## config.mk

```make
export PLATFORM = sky130hd
export DESIGN_NAME = pu_loader
export DESIGN_NICKNAME = d
export VERILOG_FILES = /design/src/rtl/pu_pkg.sv /design/src/rtl/pair_packer.sv /design/src/rtl/pu_loader.sv
export SDC_FILE = /design/constraint.sdc
export NUM_CORES = 1
export LEC_CHECK = 0
export CAP_MARGIN = 20
export CORE_MARGIN = 3
export CORE_UTILIZATION = 45
export DETAILED_ROUTE_END_ITERATION = 12
export GPL_TIMING_DRIVEN = 0
export HOLD_SLACK_MARGIN = 0.05
export PLACE_DENSITY = 0.7
export SLEW_MARGIN = 30
export SYNTH_ARGS = -nofsm -noshare
export SYNTH_HDL_FRONTEND = slang
export SYNTH_SLANG_ARGS = --single-unit
```

## constraint.sdc

```tcl
create_clock -name clk -period 4.5 [get_ports clk]
set_input_delay 0.45 -clock clk [delete_from_list [all_inputs] [get_ports clk]]
set_output_delay 0.45 -clock clk [all_outputs]
set_load 0.005 [all_outputs]
```

## src/rtl/pu_pkg.sv

```systemverilog
// rtl/pu_pkg.sv - shared loader state type, window sizes and round base addresses
// Contents:
//   pu_state_t  : loader FSM states IDLE, LOAD, FIRE, WAIT
//   WEIGHT_SIZE : words loaded in round 0 (full window)
//   COL_SIZE    : words loaded in every later round (one new column)
//   BASE_ROUND0 : first register-file address written in round 0
//   BASE_ROUNDN : first register-file address written in rounds > 0
package pu_pkg;

  typedef enum logic [1:0] {
    IDLE = 2'd0,
    LOAD = 2'd1,
    FIRE = 2'd2,
    WAIT = 2'd3
  } pu_state_t;

  localparam int WEIGHT_SIZE = 25;
  localparam int COL_SIZE    = 5;
  localparam int BASE_ROUND0 = 0;
  localparam int BASE_ROUNDN = 20;

endpackage

```

## src/rtl/pair_packer.sv

```systemverilog
// rtl/pair_packer.sv - packs accepted pixel words into paired register-file writes
// Ports:
//   clk, nrst            : clock, asynchronous active-low reset
//   flush                : drop any held word and suppress the next write
//   beat                 : a word is accepted this cycle
//   beat_data/beat_addr  : accepted word and its destination address
//   beat_last            : accepted word is the final word of the round
//   wr_ctrl_g            : one-cycle register-file write strobe
//   adrs_in1/adrs_in2    : write addresses (equal for a lone final word)
//   new1/new2            : write data (equal for a lone final word)
module pair_packer #(
  parameter int DATA_WIDTH  = 16,
  parameter int ADDRESS_NUM = 5
) (
  input  logic                   clk,
  input  logic                   nrst,
  input  logic                   flush,
  input  logic                   beat,
  input  logic [DATA_WIDTH-1:0]  beat_data,
  input  logic [ADDRESS_NUM-1:0] beat_addr,
  input  logic                   beat_last,
  output logic                   wr_ctrl_g,
  output logic [ADDRESS_NUM-1:0] adrs_in1,
  output logic [ADDRESS_NUM-1:0] adrs_in2,
  output logic [DATA_WIDTH-1:0]  new1,
  output logic [DATA_WIDTH-1:0]  new2
);

  logic                   held_valid;
  logic [DATA_WIDTH-1:0]  held_data;
  logic [ADDRESS_NUM-1:0] held_addr;

  always_ff @(posedge clk or negedge nrst) begin
    if (!nrst) begin
      held_valid <= 1'b0;
      held_data  <= '0;
      held_addr  <= '0;
      wr_ctrl_g  <= 1'b0;
      adrs_in1   <= '0;
      adrs_in2   <= '0;
      new1       <= '0;
      new2       <= '0;
    end else if (flush) begin
      held_valid <= 1'b0;
      wr_ctrl_g  <= 1'b0;
    end else begin
      wr_ctrl_g <= 1'b0;
      if (beat) begin
        if (held_valid) begin
          // Odd word closes the pair started by the held even word.
          wr_ctrl_g  <= 1'b1;
          adrs_in1   <= held_addr;
          adrs_in2   <= beat_addr;
          new1       <= held_data;
          new2       <= beat_data;
          held_valid <= 1'b0;
        end else if (beat_last) begin
          // Final even word has no partner: write it to both ports.
          wr_ctrl_g <= 1'b1;
          adrs_in1  <= beat_addr;
          adrs_in2  <= beat_addr;
          new1      <= beat_data;
          new2      <= beat_data;
        end else begin
          held_valid <= 1'b1;
          held_data  <= beat_data;
          held_addr  <= beat_addr;
        end
      end
    end
  end

endmodule

```

## src/rtl/pu_loader.sv

```systemverilog
// rtl/pu_loader.sv - streams pixel windows into the PU register file, round by round
// Optional feature macro: PU_LOADER_STALL_CNT_EN (adds stall_cnt output)
// Ports:
//   clk, nrst          : clock, asynchronous active-low reset
//   go                 : frame start pulse (IDLE only)
//   num_rounds         : index of the last round of the frame
//   clr                : synchronous abort back to IDLE
//   s_valid/s_data     : pixel stream in; s_ready accepts words in LOAD
//   pu_done            : PU finished the current window (WAIT only)
//   wr_ctrl_g, adrs_in1/2, new1/2 : register-file write port
//   start              : one-cycle PU window start
//   round              : current round; busy : not IDLE; frame_done : end-of-frame pulse
//   stall_cnt          : LOAD cycles starved by the stream (macro only)
module pu_loader
  import pu_pkg::*;
#(
  parameter int DATA_WIDTH  = 16,
  parameter int WEIGHT_SIZE = pu_pkg::WEIGHT_SIZE,
  parameter int ADDRESS_NUM = 5,
  parameter int COL_SIZE    = pu_pkg::COL_SIZE
) (
  input  logic                   clk,
  input  logic                   nrst,
  input  logic                   go,
  input  logic [5:0]             num_rounds,
  input  logic                   clr,
  input  logic                   s_valid,
  input  logic [DATA_WIDTH-1:0]  s_data,
  output logic                   s_ready,
  input  logic                   pu_done,
  output logic                   wr_ctrl_g,
  output logic [ADDRESS_NUM-1:0] adrs_in1,
  output logic [ADDRESS_NUM-1:0] adrs_in2,
  output logic [DATA_WIDTH-1:0]  new1,
  output logic [DATA_WIDTH-1:0]  new2,
  output logic                   start,
  output logic [5:0]             round,
  output logic                   busy,
  output logic                   frame_done
`ifdef PU_LOADER_STALL_CNT_EN
  ,output logic [15:0]           stall_cnt
`endif
);

  localparam int CNT_W = $clog2(WEIGHT_SIZE + 1);

  pu_state_t              state, state_nx;
  logic [CNT_W-1:0]       word_cnt;
  logic [CNT_W-1:0]       word_total;
  logic [ADDRESS_NUM-1:0] base_addr;
  logic [ADDRESS_NUM-1:0] word_addr;
  logic [5:0]             last_round;
  logic                   all_loaded;
  logic                   beat;
  logic                   beat_last;

  // Round 0 fills the whole window; later rounds only refresh the last column.
  assign word_total = (round == 6'd0) ? CNT_W'(WEIGHT_SIZE) : CNT_W'(COL_SIZE);
  assign base_addr  = (round == 6'd0) ? ADDRESS_NUM'(BASE_ROUND0) : ADDRESS_NUM'(BASE_ROUNDN);
  assign word_addr  = base_addr + ADDRESS_NUM'(word_cnt);
  assign all_loaded = (word_cnt == word_total);
  assign beat_last  = (word_cnt == word_total - CNT_W'(1));

  // s_ready drops once every word of the round is in, so the final write
  // can drain while the FSM waits in LOAD for one more cycle.
  assign s_ready = (state == LOAD) && !all_loaded;
  assign beat    = s_valid && s_ready && !clr;
  assign start   = (state == FIRE);
  assign busy    = (state != IDLE);

  always_comb begin
    state_nx = state;
    case (state)
      IDLE: if (go) state_nx = LOAD;
      LOAD: if (all_loaded) state_nx = FIRE;
      FIRE: state_nx = WAIT;
      WAIT: if (pu_done) state_nx = (round == last_round) ? IDLE : LOAD;
      default: state_nx = IDLE;
    endcase
    if (clr) state_nx = IDLE;
  end

  always_ff @(posedge clk or negedge nrst) begin
    if (!nrst) begin
      state      <= IDLE;
      round      <= '0;
      word_cnt   <= '0;
      last_round <= '0;
      frame_done <= 1'b0;
    end else begin
      state      <= state_nx;
      frame_done <= 1'b0;
      if (clr) begin
        round    <= '0;
        word_cnt <= '0;
      end else begin
        case (state)
          IDLE: if (go) begin
            last_round <= num_rounds;
            word_cnt   <= '0;
          end
          LOAD: if (beat) word_cnt <= word_cnt + CNT_W'(1);
          WAIT: if (pu_done) begin
            word_cnt <= '0;
            if (round == last_round) begin
              round      <= '0;
              frame_done <= 1'b1;
            end else begin
              round <= round + 6'd1;
            end
          end
          default: ;
        endcase
      end
    end
  end

`ifdef PU_LOADER_STALL_CNT_EN
  always_ff @(posedge clk or negedge nrst) begin
    if (!nrst) begin
      stall_cnt <= '0;
    end else if (clr || (state == IDLE && go)) begin
      stall_cnt <= '0;
    end else if (s_ready && !s_valid && stall_cnt != 16'hFFFF) begin
      stall_cnt <= stall_cnt + 16'd1;
    end
  end
`endif

  pair_packer #(
    .DATA_WIDTH  (DATA_WIDTH),
    .ADDRESS_NUM (ADDRESS_NUM)
  ) u_pair_packer (
    .clk       (clk),
    .nrst      (nrst),
    .flush     (clr),
    .beat      (beat),
    .beat_data (s_data),
    .beat_addr (word_addr),
    .beat_last (beat_last),
    .wr_ctrl_g (wr_ctrl_g),
    .adrs_in1  (adrs_in1),
    .adrs_in2  (adrs_in2),
    .new1      (new1),
    .new2      (new2)
  );

endmodule
```

## After elaboration in Yosys (flattened, before gate mapping)

Index checks and enable logic that the tools add are counted.

| storage, ports and cells | value |
|---|---|
| bits in registers | 85 |
| input port bits | 28 |
| output and inout port bits | 53 |
| word-level logic and storage cells | 84 |

| cells by class | value |
|---|---|
| add/subtract/negate cells | 4 |
| eq/ne operators | 10 |
| mux-type cells | 35 |
| bitwise logic cells | 3 |
| reduce and logical (&&, ||, !) cells | 19 |

Operator list:

| cell | count |
|---|---|
| $mux W16 | 3 |
| $mux W5 | 9 |
| $mux W6 | 4 |
| $pmux W5 S3 | 1 |
| $mux W1 | 13 |
| $ne A3 B3 Y1 const B | 4 |
| $eq A5 B5 Y1 | 2 |
| $reduce_bool A2 Y1 | 5 |
| $reduce_and A3 Y1 | 3 |
| $mux W2 | 4 |
| $pmux W2 S4 | 1 |
| $reduce_and A4 Y1 | 2 |
| $add A6 B1 Y6 const B | 1 |
| $eq A6 B6 Y1 | 1 |
| $logic_not A6 Y1 | 1 |
| $add A5 B1 Y5 const B | 1 |
| $add A5 B5 Y5 | 1 |
| $sub A5 B1 Y5 const B | 1 |
| $eq A2 B2 Y1 const B | 2 |
| $reduce_bool A4 Y1 | 1 |
| $logic_and A1 B1 Y1 | 3 |
| $not A1 Y1 | 3 |
| $eq A2 B1 Y1 const B | 1 |
| $logic_not A1 Y1 | 2 |
| other kinds (2) | 2 |

## Depth between registers and ports, before layout

| logic depth | value |
|---|---|
| depth in word-level cells | 10 |
| depth in mapped cells | 11 |
| gate-level depth less buffers | 10 |

## Hierarchy

From an unflattened synthesis, not the netlist that was laid out.

| unflattened totals | value |
|---|---|
| cell total of the unflattened synthesis | 313 |
| area total of the unflattened synthesis | 4383.0 um2 |

By module, submodules not included:

| module | instances | cells each | area each (um2) | sequential area each (um2) |
|---|---|---|---|---|
| pair_packer | 1 | 166 | 3016.6 | 1626.6 |
| pu_loader | 1 | 147 | 1366.3 | 500.5 |

## Worst setup path after synthesis

OpenSTA, ideal clock, no wires.

| timing path | value |
|---|---|
| kind | register -> register |
| start point | reg round[0] |
| end point | reg u_pair_packer.adrs_in1[3] |
| library setup time | 125 ps |
| data arrival time | 3024 ps |
| required time | 4375 ps |
| slack | 1351 ps |
| stages on the path, launching flop included | 12 |
| buffers on the path | 1 |
| clock period less this slack | 3149 ps |
| cells stage by stage | dfrtp_1 > inv_1 > ha_1 > or4b_4 > nand2b_2 > ha_1 > nor2b_1 > nor4b_1 > a311oi_1 > nor3_4 > buf_6 > mux2_2 |

| on the way | value |
|---|---|
| cells in the longest elaborated chain, start to end | 8 |
| elaborated cells on any way between the ends | 15 |
| classes of those cells | add/sub (2); eq/ne (2); mux (4); reduce/logical (7) |

Ends and longest elaborated chain:

| element | line | text |
|---|---|---|
| start, declared | pu_loader.sv:37 | `output logic [5:0] round,` |
| start signal, assigned | pu_loader.sv:109 | `round <= round + 6'd1;` |
| $logic_not A6 Y1 * | pu_loader.sv:58, pu_loader.sv:59 |  |
| branches (longest 7 deep; another with $sub A5 B1 Y5) | -- |  |
| end signal, assigned | pair_packer.sv:52 | `adrs_in1 <= held_addr;` |
| end signal, assigned | pair_packer.sv:60 | `adrs_in1 <= beat_addr;` |
| end, declared | pair_packer.sv:23 | `output logic [ADDRESS_NUM-1:0] adrs_in1,` |

Every way passes the cells marked *. The select of a mux whose other input is x is not followed.
A chain may end at the register's enable or synchronous reset.

## Final worst setup path

| timing path | value |
|---|---|
| start point | reg round[0] |
| end point | out s_ready |

| on the way | value |
|---|---|
| cells in the longest elaborated chain, start to end | 5 |

Ends and longest elaborated chain:

| element | line | text |
|---|---|---|
| $logic_not A6 Y1 | pu_loader.sv:58 | `assign word_total = (round == 6'd0) ? CNT_W'(WEIGHT_SIZE) : CNT_W'(COL_SIZE);` |
| $mux W5 | pu_loader.sv:58 |  |
| $eq A5 B5 Y1 | pu_loader.sv:61 | `assign all_loaded = (word_cnt == word_total);` |
| $logic_not A1 Y1 | pu_loader.sv:66 | `assign s_ready = (state == LOAD) && !all_loaded;` |
| $logic_and A1 B1 Y1 | pu_loader.sv:66 |  |
| end, declared | pu_loader.sv:29 | `output logic s_ready,` |

No other way between the ends.

==> results.json <==
{
  "avgSynthCellArea_um2": 13.0,
  "critical_path_class": "register to output port",
  "syn_to_final_growth_pct": 29.0,
  "hold_buffers": 1,
  "total_power_mw": 2.71,
  "p_leak_nw": 2.28,
  "stdcell_count": 517,
  "cp-start-kind": "register",
  "netlist_area_um2": 4070,
  "worstSetupEndpointType": "output port",
  "vdd_drop_max_mv": 0.254,
  "vias": 2774,
  "final_nets": 445,
  "ys_ff_latch": 85,
  "timing.final.crit_share_pct": 86.3,
  "clk_pin_slew_worst_paths_ps": 80,
  "fin_crit_ps": 3880,
  "dp_hpwl_um": 5840,
  "rows": 34,
  "grt-ovfl-total": 0,
  "layout_common_cells": "85 x mux2_2, 85 x dfrtp_1, 78 x clkdlybuf4s50_1",
  "path_max_fanout": 7,
  "clk_latency_ps": 350,
  "synth_cells": 313,
  "fillers": 712,
  "core_um2": 8760,
  "cts_tree": "yes",
  "synth_ff_type": "dfrtp_1",
  "numCtsBuffers": 9,
  "slew_headroom_pct": 52.3,
  "crit_required_ps": 4050,
  "initial_core_util_pct": 46.4,
  "drt_pass1_iterations": 4,
  "portBuffers": 79,
  "whs_path_depth": 1,
  "dp_cells": 501,
  "synth_nets": 353,
  "cts_root_buf": "clkbuf_8",
  "gp_congestion": 0.776,
  "r2r_slack_ps": 930,
  "rsz0062_at_grt": "no",
  "fin_skew_ps": 9.66,
  "async_flop_share_pct": 100,
  "grt_util_all_layers_pct": 17.0,
  "die_area_um2": 10200,
  "drt_iter0_markers": 128,
  "antenna_left": 0,
  "slew_viol_final": 0,
  "run_status": "completed",
  "drive_gt1_share_pct": 29.3,
  "grt_first_pass_wirelength_um": 13800,
  "drv_cap": 0,
  "io_pins": 81,
  "synth-edff-count": 0,
  "seq_area_frac_synth_pct": 52.3,
  "startpoint": "round[0]",
  "antenna_cells": 0,
  "r2r_start": "round[0]",
  "worst_pin_slew_ps": 712,
  "p_per_area_nw_per_um2": 516,
  "die_h_um": 101,
  "setup_violations": 0,
  "grt_pass1_vias": 2712,
  "fmax_ghz": 0.258,
  "yosysWarnings": 0,
  "detail_route.vias_per_cell": 5.37,
  "synthDistinctLibCells": 46,
  "routed_wl_um": 8200,
  "post_cts_buffers": 0,
  "worst-r2r-cell-count": 11,
  "clock-sinks": 85,
  "antenna_found_initial": 0,
  "drc": 0,
  "ctsLongestPathBuffers": 2,
  "grt_max_degree": 47,
  "arrival_ps": 3430,
  "hold_class": "register to register",
  "hold_viol": 0,
  "pre_cts_slack_ps": 960,
  "h-tree-depth": 3,
  "wl_per_cell_um": 15.9,
  "setup_ws_ps": 617,
  "worst_hold_startpoint": "u_pair_packer.held_data[10]",
  "cts_resized": 0,
  "die_x_um": 101
}
report_power, final:
part	internal, mW	switching (mW)
logic	0.609	0.336
registers	1.03	0.146
clock network	0.324	0.263
total	1.96	0.745
metal layers:
layer | up-vias | track usage (%) | part of all wire, %
met5 | - | 0 | 0
met3 | 6 | 4.91 | 4.3
met2 | 62 | 27.2 | 49
met4 | 0 | 3.68 | 0.85
met1 | 1391 | 23.1 | 46
li1 | 1315 | - | -
worst max-delay path, stage by stage, from the launching register on:
cell             delay, ps
dfrtp_1                460
inv_1                   90
ha_1                   130
or4b_4                 490
nand2b_2               240
ha_1                   380
nand2b_1               190
or4_4                  440
and3_1                 210
clkdlybuf4s50_1        450
state kept, by name, summed over array words and instances, names as in the netlist:
| signal | flops |
|---|---|
| last_round | 6 |
| frame_done | 1 |
| word_cnt | 5 |
| u_pair_packer.held_data | 16 |
| u_pair_packer.adrs_in1 | 5 |
| u_pair_packer.held_addr | 5 |
| u_pair_packer.held_valid | 1 |
| u_pair_packer.new1 | 16 |
| state | 2 |
| u_pair_packer.adrs_in2 | 5 |
| round | 6 |
| u_pair_packer.new2 | 16 |
| u_pair_packer.wr_ctrl_g | 1 |
synthesized netlist by cell type, types with 2 or more instances:
cell type | n | share of area (%)
dfrtp_1 | 85 | 52
mux2_2 | 85 | 24
nand2_1 | 20 | 1.8
ha_1 | 12 | 3.7
inv_1 | 10 | 0.92
a21oi_1 | 8 | 0.98
nor3_1 | 7 | 0.86
buf_6 | 6 | 1.7
nand3_1 | 6 | 0.74
o21ai_0 | 6 | 0.74
xor2_1 | 6 | 1.3
clkbuf_1 | 5 | 0.46
nand2b_1 | 5 | 0.77
nor2_1 | 5 | 0.46
a211oi_1 | 3 | 0.55
a31oi_1 | 3 | 0.46
mux2_4 | 3 | 1.1
o211ai_1 | 3 | 0.55
nand4_1 | 2 | 0.31
nor2b_1 | 2 | 0.31
nor4_1 | 2 | 0.31
nor4b_1 | 2 | 0.43
o32ai_1 | 2 | 0.43
or3_2 | 2 | 0.37
xnor2_1 | 2 | 0.43
final timing paths:
kind / end
max reg2reg: u_pair_packer.new1[14]
min reg2reg: u_pair_packer.held_data[10]
min in group asynchronous: u_pair_packer.new2[3]
min: u_pair_packer.held_data[10]
max: s_ready
max in group asynchronous: frame_done
kinds of logic after synthesis:
| kind of cell | synth area share [%] |
|---|---|
| compound gates | 5.44 |
| fa+ha+maj | 3.69 |
| xor+xnor | 1.72 |
| buf+inv | 3.44 |
| mux | 24.6 |
| flops | 52.3 |
| simple gates | 8.82 |
stage by stage:
step	instance area [um2]	utilization, %	setup TNS, ps	hold WS, ps
after detailed placement	5020	57.3	0	385
final	5250	59.9	0	504
after global routing	5250	59.9	0	519
after CTS	5250	59.9	0	508
after floorplan	4070	-	0	154
after global placement	5000	57.0	-10330	483
cell type report:
type	count	area (um2)	share of cell area (%)
plain buffers	13	103	1.95
clock buffers	11	141	2.69
clock inverters	4	72.6	1.38
inverters	10	37.5	0.715
multi-input cells	205	1800	34.4
flip-flops and latches	85	2130	40.5
well taps	108	135	2.57
repair buffers	81	830	15.8
No activity file was read; power rests on OpenSTA's default activity.
